[config.mk]
export PLATFORM = sky130hd
export DESIGN_NAME = up_down_counter_n_flat
export DESIGN_NICKNAME = d
export VERILOG_FILES = /design/src/rtl/counter_pkg.sv /design/src/rtl/up_down_counter_n_if.sv /design/src/rtl/dffr_n.sv /design/src/rtl/up_down_counter_n.sv /design/src/flat_wrapper.sv
export SDC_FILE = /design/constraint.sdc
export NUM_CORES = 1
export LEC_CHECK = 0
export ABC_AREA = 1
export BUFFER_PORTS_ARGS = -buffer_cell sky130_fd_sc_hd__buf_2
export CAP_MARGIN = 10
export CELL_PAD_IN_SITES_DETAIL_PLACEMENT = 0
export CELL_PAD_IN_SITES_GLOBAL_PLACEMENT = 1
export CORE_MARGIN = 2
export CORE_UTILIZATION = 28
export DETAILED_ROUTE_END_ITERATION = 8
export PLACE_DENSITY = 0.58
export REMOVE_ABC_BUFFERS = 1
export SLEW_MARGIN = 40
export SYNTH_ARGS = -nofsm -noshare
export SYNTH_HDL_FRONTEND = slang
export SYNTH_SLANG_ARGS = --single-unit
[constraint.sdc]
create_clock -name clk -period 2.4 [get_ports clk]
set_clock_uncertainty 0.1 [all_clocks]
set_input_delay 0.12 -clock clk [delete_from_list [all_inputs] [get_ports clk]]
set_output_delay 0.12 -clock clk [all_outputs]
set_load 0.05 [all_outputs]
[src/rtl/counter_pkg.sv]
// counter_pkg: shared select encoding and default width for up_down_counter_n
package counter_pkg;
  localparam int DEF_WIDTH = 8;
  typedef enum logic [1:0] {SEL_CLR, SEL_LD, SEL_CNT, SEL_HOLD} sel_e;
endpackage

[src/rtl/up_down_counter_n_if.sv]
// up_down_counter_n_if: control, load and status signals of the counter
interface up_down_counter_n_if #(parameter int WIDTH = 8);
  logic en;
  logic up;
  logic ctr_rst;
  logic ld;
  logic [WIDTH-1:0] ld_val;
  logic [WIDTH-1:0] out;
  logic tc;
  logic err;
  modport master (output en, up, ctr_rst, ld, ld_val, input out, tc, err);
  modport slave (input en, up, ctr_rst, ld, ld_val, output out, tc, err);
endinterface

[src/rtl/dffr_n.sv]
// dffr_n: single-bit flop, asynchronous active-low reset to 0
module dffr_n (
  input  logic clk,
  input  logic rst,
  input  logic d,
  output logic q
);
  always_ff @(posedge clk or negedge rst)
    if (!rst) q <= 1'b0;
    else q <= d;
endmodule

[src/rtl/up_down_counter_n.sv]
// up_down_counter_n: wrapping up/down counter with clear, checked load and sticky err;
// define UP_DOWN_COUNTER_SAT_EN to saturate at 0 and MAX_VAL instead of wrapping
module up_down_counter_n
  import counter_pkg::*;
#(
  parameter int WIDTH = DEF_WIDTH,
  parameter logic [WIDTH-1:0] MAX_VAL = '1
) (
  input logic clk,
  input logic rst,
  up_down_counter_n_if.slave bus
);
  localparam logic [WIDTH:0] ONE = {{WIDTH{1'b0}}, 1'b1};
  logic [WIDTH:0] state_d, state_q, nxt, room;
  logic [WIDTH-1:0] cnt_q, wrap, step;
  logic err_q, ld_ok, at_end;
  sel_e sel;
  assign cnt_q = state_q[WIDTH-1:0];
  assign err_q = state_q[WIDTH];
  // err sits in the top bit so count and flag share one flop array
  dffr_n u_ff [WIDTH:0] (.clk(clk), .rst(rst), .d(state_d), .q(state_q));
  always_comb begin
    state_d = state_q;
    sel = bus.ctr_rst ? SEL_CLR : bus.ld ? SEL_LD : bus.en ? SEL_CNT : SEL_HOLD;
    room = {1'b0, MAX_VAL} - {1'b0, bus.ld_val};
    ld_ok = !room[WIDTH];
    nxt = bus.up ? {1'b0, cnt_q} + ONE : {1'b0, cnt_q} - ONE;
    at_end = bus.up ? nxt > {1'b0, MAX_VAL} : nxt[WIDTH];
`ifdef UP_DOWN_COUNTER_SAT_EN
    wrap = cnt_q;
`else
    wrap = bus.up ? '0 : MAX_VAL;
`endif
    step = at_end ? wrap : nxt[WIDTH-1:0];
    state_d[WIDTH-1:0] = sel == SEL_CLR ? '0 :
                         sel == SEL_LD  ? (ld_ok ? bus.ld_val : cnt_q) :
                         sel == SEL_CNT ? step : cnt_q;
    state_d[WIDTH] = sel != SEL_CLR && (err_q || (sel == SEL_LD && !ld_ok));
  end
  assign bus.out = cnt_q;
  assign bus.tc = sel == SEL_CNT && at_end;
  assign bus.err = err_q;
endmodule
[src/flat_wrapper.sv]
// flat-port wrapper written by rule: the top's interface ports become plain ports
module up_down_counter_n_flat import counter_pkg::*;
#(
  parameter int WIDTH = DEF_WIDTH,
  parameter logic [WIDTH-1:0] MAX_VAL = '1
)
  (clk, rst, bus_en, bus_up, bus_ctr_rst, bus_ld, bus_ld_val, bus_out, bus_tc, bus_err);
  up_down_counter_n_if #(.WIDTH(WIDTH)) bus_i ();
  input logic clk;
  input logic rst;
  input wire logic [$bits(bus_i.en)-1:0] bus_en;
  input wire logic [$bits(bus_i.up)-1:0] bus_up;
  input wire logic [$bits(bus_i.ctr_rst)-1:0] bus_ctr_rst;
  input wire logic [$bits(bus_i.ld)-1:0] bus_ld;
  input wire logic [$bits(bus_i.ld_val)-1:0] bus_ld_val;
  output wire logic [$bits(bus_i.out)-1:0] bus_out;
  output wire logic [$bits(bus_i.tc)-1:0] bus_tc;
  output wire logic [$bits(bus_i.err)-1:0] bus_err;
  assign bus_i.en = bus_en;
  assign bus_i.up = bus_up;
  assign bus_i.ctr_rst = bus_ctr_rst;
  assign bus_i.ld = bus_ld;
  assign bus_i.ld_val = bus_ld_val;
  assign bus_out = bus_i.out;
  assign bus_tc = bus_i.tc;
  assign bus_err = bus_i.err;
  up_down_counter_n #(.WIDTH(WIDTH), .MAX_VAL(MAX_VAL)) u_core (.clk(clk), .rst(rst), .bus(bus_i));
endmodule
==> results of run 1 <==
## per-layer routing
metal | share of wire, % | track usage (%)
met1 | 47 | 17.7
met2 | 47 | 23.5
met3 | 3.6 | 0.852
met4 | 2.1 | 6.89
met5 | 0 | 0
## layout make-up
type	count	share of cell area, %
tap	48	4.31
multi-input combinational	118	51.8
inverter	26	7.00
sequential	9	16.2
clock buffer	4	3.23
timing repair buffer	39	17.5
## worst reg2reg max path, stage by stage (launching register included)
cell	delay, ns
dfrtp_1	0.39
inv_2	0.07
fa_2	0.44
or2_4	0.26
nor3_2	0.14
nand3_1	0.09
nor2_1	0.09
nand2_1	0.07
nand2_2	0.07
nand2_4	0.05
buf_4	0.16
nand3_1	0.09
a21oi_2	0.05
## path summary, 6_finish.rpt
kind / from / slack, ns / cells past startpoint / endpoint
worst min register to register: u_core.u_ff[8].q / 0.39 / 2 / u_core.u_ff[8].q
min in group asynchronous: rst / 0.18 / 2 / u_core.u_ff[2].q
worst min-delay path: bus_ctr_rst / 0.02 / 2 / u_core.u_ff[8].q
worst max register to register: u_core.u_ff[1].q / 0.22 / 12 / u_core.u_ff[7].q
max in group asynchronous: rst / 1.82 / 2 / u_core.u_ff[3].q
worst max-delay path: u_core.u_ff[1].q / -0.04 / 11 / bus_tc
## power breakdown
part | internal, mW | leakage, nW | switching (mW) | total, mW
Sequential | 0.170 | 0.115 | 0.0169 | 0.187
Clock | 0.117 | 0.0228 | 0.0716 | 0.188
Combinational | 0.184 | 0.650 | 0.285 | 0.469
Total | 0.471 | 0.788 | 0.373 | 0.845
## cells by family (layout without fill, tap and decap cells)
logic type,Yosys count,count (layout),share of synthesized area (%)
adders and majority gates,9,9,11.1
buffers and inverters,36,69,15.3
and+or+nand+nor,97,97,45.2
DFF,9,9,20.8
AOI/OAI and AO/OA,12,12,7.61
## Yosys cell counts
| cell | count |
|---|---|
| nand3b_1 | 2 |
| clkbuf_1 | 1 |
| fa_1 | 1 |
| a21oi_1 | 5 |
| nand3_2 | 3 |
| nand2_1 | 42 |
| nand2_2 | 2 |
| nor2_8 | 1 |
| nand3_1 | 25 |
| nand3_4 | 1 |
| dfrtp_1 | 9 |
| a21boi_0 | 1 |
| ha_1 | 8 |
| nor2_2 | 1 |
| nor3b_4 | 1 |
| or2_2 | 1 |
| nor2_1 | 15 |
| a21oi_2 | 5 |
| inv_1 | 26 |
| nand2_4 | 1 |
| buf_2 | 1 |
| or2_4 | 1 |
| nor3_1 | 1 |
| buf_4 | 8 |
| a31oi_1 | 1 |
## cells in the final DEF (no fill, tap or decap), types with 2 or more instances in the layout
cell type / instances
nand3b_1: 2
inv_2: 2
or2_4: 2
buf_2: 22
nand2_2: 3
clkbuf_8: 3
buf_4: 15
nand2_1: 41
nand3_1: 25
nand3_2: 3
a21oi_2: 5
dfrtp_1: 9
nor2_1: 15
a21oi_1: 5
ha_1: 7
inv_1: 24
## what timing repair did
| action | CTS | global route |
|---|---|---|
| hold buffers | 1 | 0 |
| setup buffers | 2 | 2 |
| resized for setup | 6 | 5 |
| pin swaps | 6 | 6 |
| hold endpoints to repair | 9 | 0 |
| endpoints found under the setup margin | 1 | 1 |
==> results.md, run 1 <==
* Yosys top cell by area: dfrtp_1
* Top cells by area, synth: dfrtp_1, nand2_1, nand3_1, ha_1, inv_1
* PortBufs at 23
* Initial Util at 29.4%
* Min-Delay Path Class: in -> reg
* VDD IR max at 0.392 mV
* Buffers and inverters on the worst path at 2
* Critical Path Fanout Max at 3
* Drt pass-1 iters at 4
* Worst skew pair latency at 0.24 ns
* Clk sinks at 9
* Via density at 4.45
* Yosys top cell area share at 20.8%
* Mean Syn Cell Area at 6.66 sq um
* Clk slew on worst S/H paths at 0.05 ns
* Final non-filler cell area at 0.00139 sq mm
* Total gr overflow at 0
* Die footprint at 0.00439 sq mm
* Critical-path top delay cell: fa_2
* Post-Route Utilization at 37.8%
* DP Area at 0.00127 sq mm
* Overall Global Routing Usage at 13.9%
* Clock Tree Buf Depth at 2
* Arrival @ worst endpoint at 2.22 ns
* Critical-path cell list: inv_2 -> fa_2 -> or2_4 -> nor3_2 -> nand3_1 -> nor2_1 -> nand2_1 -> nand2_2 -> nand2_4 -> a21boi_2 -> buf_6
* Minimum clock period at 2.44 ns
* Cell area after synthesis at 0.00108 sq mm
* Largest reg by FF count: u_core.u_ff.q
* Maxcap violations at 0
* Rows at 22
* Violated checks: negative setup slack
* Fin cells at 244
* YS warnings at 0
* Final Slew Violations at 0
* DRC viols at 0
* Outcome: finished, violations left
* Leak at 0.788 nW
* Delay-heaviest family, CP: simple AND/OR/NAND/NOR gates
* Total negative slack at -0.0367 ns
* Footprint of the multi-input gates at 722 sq um
* Die W at 66.2 um
* Gate Count Post-Synth at 163
* Synth unique cells at 25
* Largest register FFs at 9
* Startpoint class of the critical path: flop
* Seq. cell area at 225 sq um
* WL final at 2.74 mm
* I/O pin count at 24
* Least-Margin Pin Slew at 0.378 ns
* RSZ-0062 raised after global routing: yes
* First-pass GRT wire length at 4.66 mm
* Vias in the first global route at 1043
* Place WS at 0.0269 ns
* Critical Path RT at 2.18 ns
* PwrDens at 606 mW/mm^2
* Antenna violations before repair at 0
* P&R area growth vs syn at 28.5%
* CP max stage delay at 0.44 ns
* Pin count of the biggest net entering global routing at 13
* Ant. Diodes at 0
* Register area share after synthesis at 20.8%
* Crit path kind: reg -> out
* Slew HR at 74.8%
* CTS H-Tree Depth at 1
* Fin Hold WS at 0.0226 ns
* Share of cells above drive strength 1 at 33.2%
* Die Height at 66.2 um
* TritonCTS Buffers at 3
* Placed Cells incl. Taps at 235
* Final HPWL DP at 2.24 mm
* Gpl congestion at 0.790
* Via Count at 1086
* Fin. Hold Viols at 0
* Antenna viol nets, final at 0
* Root Buffer: clkbuf_8
* Worst setup EP type: output port
* Filler cell count at 426
* Routed len/inst at 11.2 um
* Final setup violation count at 1
* Final Power at 845 uW
* CTS tree: done
* Yosys reg bits at 9
* Crit share post-route at 102%
* Iter 0 DRT Violations at 32
* Setup ws final at -0.0367 ns
* Highest clock rate at 410 MHz
* CORE AREA at 0.00369 sq mm
* Largest regs: u_core.u_ff.q: 9 flops
* Fin nets at 220
Note: power is estimated with default switching activity, not from simulation.
==> run 2: changes to the inputs <==
Settings changed: CTS_CLUSTER_SIZE set to 25, HOLD_SLACK_MARGIN set to 0.02.
Clock period 2.4 ns to 2.9 ns, I/O delays scaled along.
==> run 2 against run 1 <==
  * The flow now finishes without violations
  * First-iteration DRC count rose by 25%
  * Final area fell by 9.5%
  * Utilization fell by 3.6 points
  * Critical path type unchanged
  * Largest power group unchanged
  * Highest routed layer unchanged
==> results.md, run 2 (synthesis results as in run 1) <==
* Crit share post-route at 94.0%
* Fin nets at 206
* Startpoint class of the critical path: flop
* Worst setup EP type: output port
* I/O pin count at 24
* Crit path kind: reg -> out
* Maxcap violations at 0
* Clk slew on worst S/H paths at 0.05 ns
* DRC viols at 0
* VDD IR max at 0.257 mV
* Drt pass-1 iters at 4
* Critical Path Fanout Max at 9
* RSZ-0062 raised after global routing: no
* Die Height at 66.2 um
* Slew HR at 74.8%
* Final setup violation count at 0
* Commonest cells after routing, fill and taps aside: nand2_1, inv_1, nand3_1
* Die footprint at 0.00439 sq mm
* First-pass GRT wire length at 4.51 mm
* Via density at 4.43
* Most common cell after layout, fill and taps aside: nand2_1
* Ant. Diodes at 0
* Vias in the first global route at 997
* Buffers and inverters on the worst path at 2
* Largest regs: u_core.u_ff.q: 9 flops
* PwrDens at 505 mW/mm^2
* Least-Margin Pin Slew at 0.378 ns
* Final Slew Violations at 0
* Largest register FFs at 9
* Rows at 22
* Overall Global Routing Usage at 13.1%
* CP max stage delay at 0.43 ns
* Gpl congestion at 0.802
* Initial Util at 29.4%
* Antenna viol nets, final at 0
* Worst skew pair latency at 0.23 ns
* Clk sinks at 9
* Root Buffer: clkbuf_8
* Min-Delay Path Class: in -> reg
* Minimum clock period at 2.73 ns
* Critical-path top delay cell: dfrtp_2
* Total gr overflow at 0
* Leak at 0.720 nW
* Placed Cells incl. Taps at 225
* TritonCTS Buffers at 3
* CTS H-Tree Depth at 1
* Critical-path cell list: inv_1 -> fa_1 -> or2_2 -> nor3_1 -> nand3_1 -> nor2_1 -> nand2_1 -> nand2_2 -> nand2_4 -> a21boi_2 -> buf_4
* CORE AREA at 0.00369 sq mm
* PortBufs at 23
* P&R area growth vs syn at 16.3%
* Arrival @ worst endpoint at 2.48 ns
* CTS tree: done
* Die W at 66.2 um
* Delay-heaviest family, CP: simple AND/OR/NAND/NOR gates
* Routed len/inst at 11.2 um
* WL final at 2.58 mm
* Critical Path RT at 2.65 ns
* Outcome: completed
* Final HPWL DP at 2.16 mm
* Largest reg by FF count: u_core.u_ff.q
* Fin cells at 230
* Share of cells above drive strength 1 at 25.3%
* Iter 0 DRT Violations at 40
* Pin count of the biggest net entering global routing at 13
* Via Count at 1019
* Highest clock rate at 367 MHz
* Antenna violations before repair at 0
* Fin. Hold Viols at 0
* Clock Tree Buf Depth at 2
* Fin Hold WS at 0.0605 ns
==> run 2: cell types whose count changed in the layout (fill, tap and decap cells not counted), sizes merged <==
| cell | previous run | this run |
|---|---|---|
| buf | 38 | 24 |
==> run 2: where the power goes <==
group          leakage (nW)  internal, mW  switching (mW)
Combinational         0.583         0.110           0.221
Clock                0.0228        0.0961          0.0524
Sequential            0.114         0.141          0.0168
==> run 2: worst register-to-register path, delay by kind of cell (launching register included) <==
kind | cells | cell delay [ns]
simple gates | 8 | 1.05
buf+inv | 1 | 0.10
compound gates | 1 | 0.05
fa+ha+maj | 1 | 0.43
flops | 1 | 0.43
==> run 2: area by class of cell <==
class,count,area [sq um]
flip-flops and latches,9,226
fillers,425,2430
inverters,26,97.6
repair buffers,25,135
well taps,48,60.1
clock buffers,4,45.0
multi-input cells,118,697
==> run 2: final timing paths <==
path,start,endpoint,slack (ns),depth (start not counted)
setup reg to reg,u_core.u_ff[0].q,u_core.u_ff[7].q,0.62,11
hold / removal,bus_ctr_rst,u_core.u_ff[8].q,0.06,2
min in group asynchronous,rst,u_core.u_ff[2].q,0.19,2
setup / recovery,u_core.u_ff[0].q,bus_tc,0.17,11
hold reg to reg,u_core.u_ff[8].q,u_core.u_ff[8].q,0.40,2
max in group asynchronous,rst,u_core.u_ff[0].q,2.30,2
==> run 2: layer usage <==
| metal | global-route usage (%) | part of all wire, % |
|---|---|---|
| met1 | 18.6 | 52 |
| met2 | 21.9 | 45 |
| met3 | 0.511 | 2.7 |
| met4 | 3.06 | 0.58 |
| met5 | 0 | 0 |
==> run 2: timing repair <==
item                                    CTS  global route
hold endpoints to repair                  9             0
hold buffers                              1             0
gates resized for setup                   0             5
buffers inserted                          0             0
endpoints found under the setup margin    0             1
==> run 2: per-stage QoR <==
stage               instance area [sq um]  util, %  worst slack, ns  setup TNS, ns  power (mW)
floorplan                            1020        -           -0.559         -0.559       0.407
detailed placement                   1200     32.5            0.270              0       0.490
CTS                                  1250     34.0          0.00717              0       0.641
global placement                     1200     32.5            0.292              0       0.492
global route                         1260     34.2        0.0000904              0       0.691
finish                               1260     34.2            0.175              0       0.637
==> run 3: changes to the inputs <==
--- a/config.mk
+++ b/config.mk
@@ -16,5 +16,5 @@
 export DETAILED_ROUTE_END_ITERATION = 8
 export HOLD_SLACK_MARGIN = 0.02
-export PLACE_DENSITY = 0.58
+export PLACE_DENSITY = 0.72
 export REMOVE_ABC_BUFFERS = 1
 export SLEW_MARGIN = 40
==> constraint.sdc (replaced) <==
create_clock -name clk -period 2.9 [get_ports clk]
set_clock_uncertainty 0.1 [all_clocks]
set_input_delay 0.725 -clock clk [delete_from_list [all_inputs] [get_ports clk]]
set_output_delay 0.725 -clock clk [all_outputs]
set_load 0.05 [all_outputs]
==> run 3 against run 2 <==
  * The run now ends with negative setup slack left
  * Utilization is 11 points higher
  * Global-route usage rose by 0.32 points
  * First-iteration DRC count is 53% lower
  * Worst setup slack lost 0.45 ns
  * Die area is the same
  * Worst hold slack better by 0.19 ns
  * Clock-buffer cell count unchanged
  * Critical path depth rose by 2
  * Critical path type is now in -> out
  * Largest cell class unchanged
==> results.md, run 3 (synthesis results as in run 1) <==
* Outcome: finished, violations left
* Violated checks: negative setup slack
* Crit share post-route at 109%
* VDD IR max at 0.337 mV
* PortBufs at 23
* Fin. Hold Viols at 0
* Final setup violation count at 1
* Antenna violations before repair at 0
* Rows at 22
* P&R area growth vs syn at 54.9%
* Leak at 0.878 nW
* CTS H-Tree Depth at 1
* PwrDens at 485 mW/mm^2
* RSZ-0062 raised after global routing: yes
* Minimum clock period at 3.17 ns
* Largest reg by FF count: u_core.u_ff.q
* Critical Path Fanout Max at 3
* CORE AREA at 0.00369 sq mm
* Fin nets at 235
* Startpoint class of the critical path: input port
* Die W at 66.2 um
* I/O pin count at 24
* Arrival @ worst endpoint at 2.35 ns
* Crit path kind: in -> out
* Fin cells at 259
* Highest clock rate at 315 MHz
* WL final at 2.75 mm
* Placed Cells incl. Taps at 254
* Worst setup EP type: output port
* Clock Tree Buf Depth at 2
* Via density at 4.27
* Total gr overflow at 0
* Most common cell after layout, fill and taps aside: nand2_1
* Final HPWL DP at 2.09 mm
* TritonCTS Buffers at 3
* Overall Global Routing Usage at 13.5%
* Cts hold-fix bufs at 0
* Slew HR at 75.2%
* Final Slew Violations at 0
* Iter 0 DRT Violations at 19
* Commonest cells after routing, fill and taps aside: nand2_1, buf_4, inv_1
* CTS tree: done
* Drt pass-1 iters at 4
* Routed len/inst at 10.6 um
* Critical Path RT at 2.08 ns
* Worst skew pair latency at 0.23 ns
* Gpl congestion at 0.728
* First-pass GRT wire length at 4.61 mm
* Die footprint at 0.00439 sq mm
* Die Height at 66.2 um
* Ant. Diodes at 0
* Share of cells above drive strength 1 at 49.3%
* Least-Margin Pin Slew at 0.371 ns
* Pin count of the biggest net entering global routing at 13
* Min-Delay Path Class: in -> async
* Total negative slack at -0.271 ns
* Filler cell count at 386
* Clk slew on worst S/H paths at 0.05 ns
* Root Buffer: clkbuf_8
* Place WS at -0.607 ns
* Initial Util at 29.4%
* Largest register FFs at 9
* Setup ws final at -0.271 ns
* Antenna viol nets, final at 0
* Vias in the first global route at 1072
* Largest regs: u_core.u_ff.q: 9 flops
* Clk sinks at 9
* Maxcap violations at 0
* DRC viols at 0
* Via Count at 1107
## run 3: cell types whose count changed in the layout (fill, tap and decap cells not counted), sizes merged
| cell | previous run | this run |
|---|---|---|
| dlygate4sd3 | 1 | 0 |
| buf | 24 | 54 |
## run 3: final timing paths
check	start	endpoint	slack [ns]	cells past startpoint
worst max register to register	u_core.u_ff[1].q	u_core.u_ff[1].q	0.69	12
max in group asynchronous	rst	u_core.u_ff[2].q	2.26	1
worst min-delay path	rst	u_core.u_ff[5].q	0.25	1
worst min register to register	u_core.u_ff[8].q	u_core.u_ff[8].q	0.39	2
min in group clk	u_core.u_ff[8].q	u_core.u_ff[8].q	0.39	2
worst max-delay path	bus_up	bus_tc	-0.27	13
## run 3: what timing repair did
item	in CTS	in global routing
setup buffers	1	0
resized for setup	21	24
pin swaps	10	14
setup endpoints to repair	1	1
## run 3: worst max-delay path: stages
cell	delay [ns]
buf_8	0.11
fa_2	0.38
inv_1	0.09
nand2_1	0.09
nand2_2	0.10
nand3_4	0.08
nor2_2	0.13
nor3b_4	0.07
buf_4	0.13
nand2_2	0.07
nand2_4	0.05
a21boi_2	0.14
buf_6	0.17
## run 3: per-layer routing
metal	GRT usage, %	routed length (um)	part of all wire [%]
met1	18.5	1380	50
met4	4.59	0	0
met2	21.9	1310	47
met3	1.19	66	2.4
met5	0	0	0
## run 3: stage by stage
step	utilization, %	power (mW)	hold slack [ns]	cell area [sq um]
after floorplan	-	0.407	0.329	1020
final	45.6	0.815	0.247	1680
after global routing	45.6	0.885	0.254	1680
after CTS	43.1	0.777	0.247	1590
after detailed placement	38.4	0.578	0.387	1420
after global placement	38.4	0.580	0.372	1420
## run 3: area by class of cell
cell class              instances  area (sq um)  share of cell area, %
multi-input cells             118           867                   51.6
well taps                      48          60.1                   3.57
inverters                      26           103                   6.11
clock buffers                   4          45.0                   2.68
flip-flops and latches          9           225                   13.4
repair buffers                 54           380                   22.6
## run 3: where the power goes
group          switching (mW)  internal [mW]
clock network          0.0503         0.0959
logic                   0.274          0.236
registers              0.0172          0.141
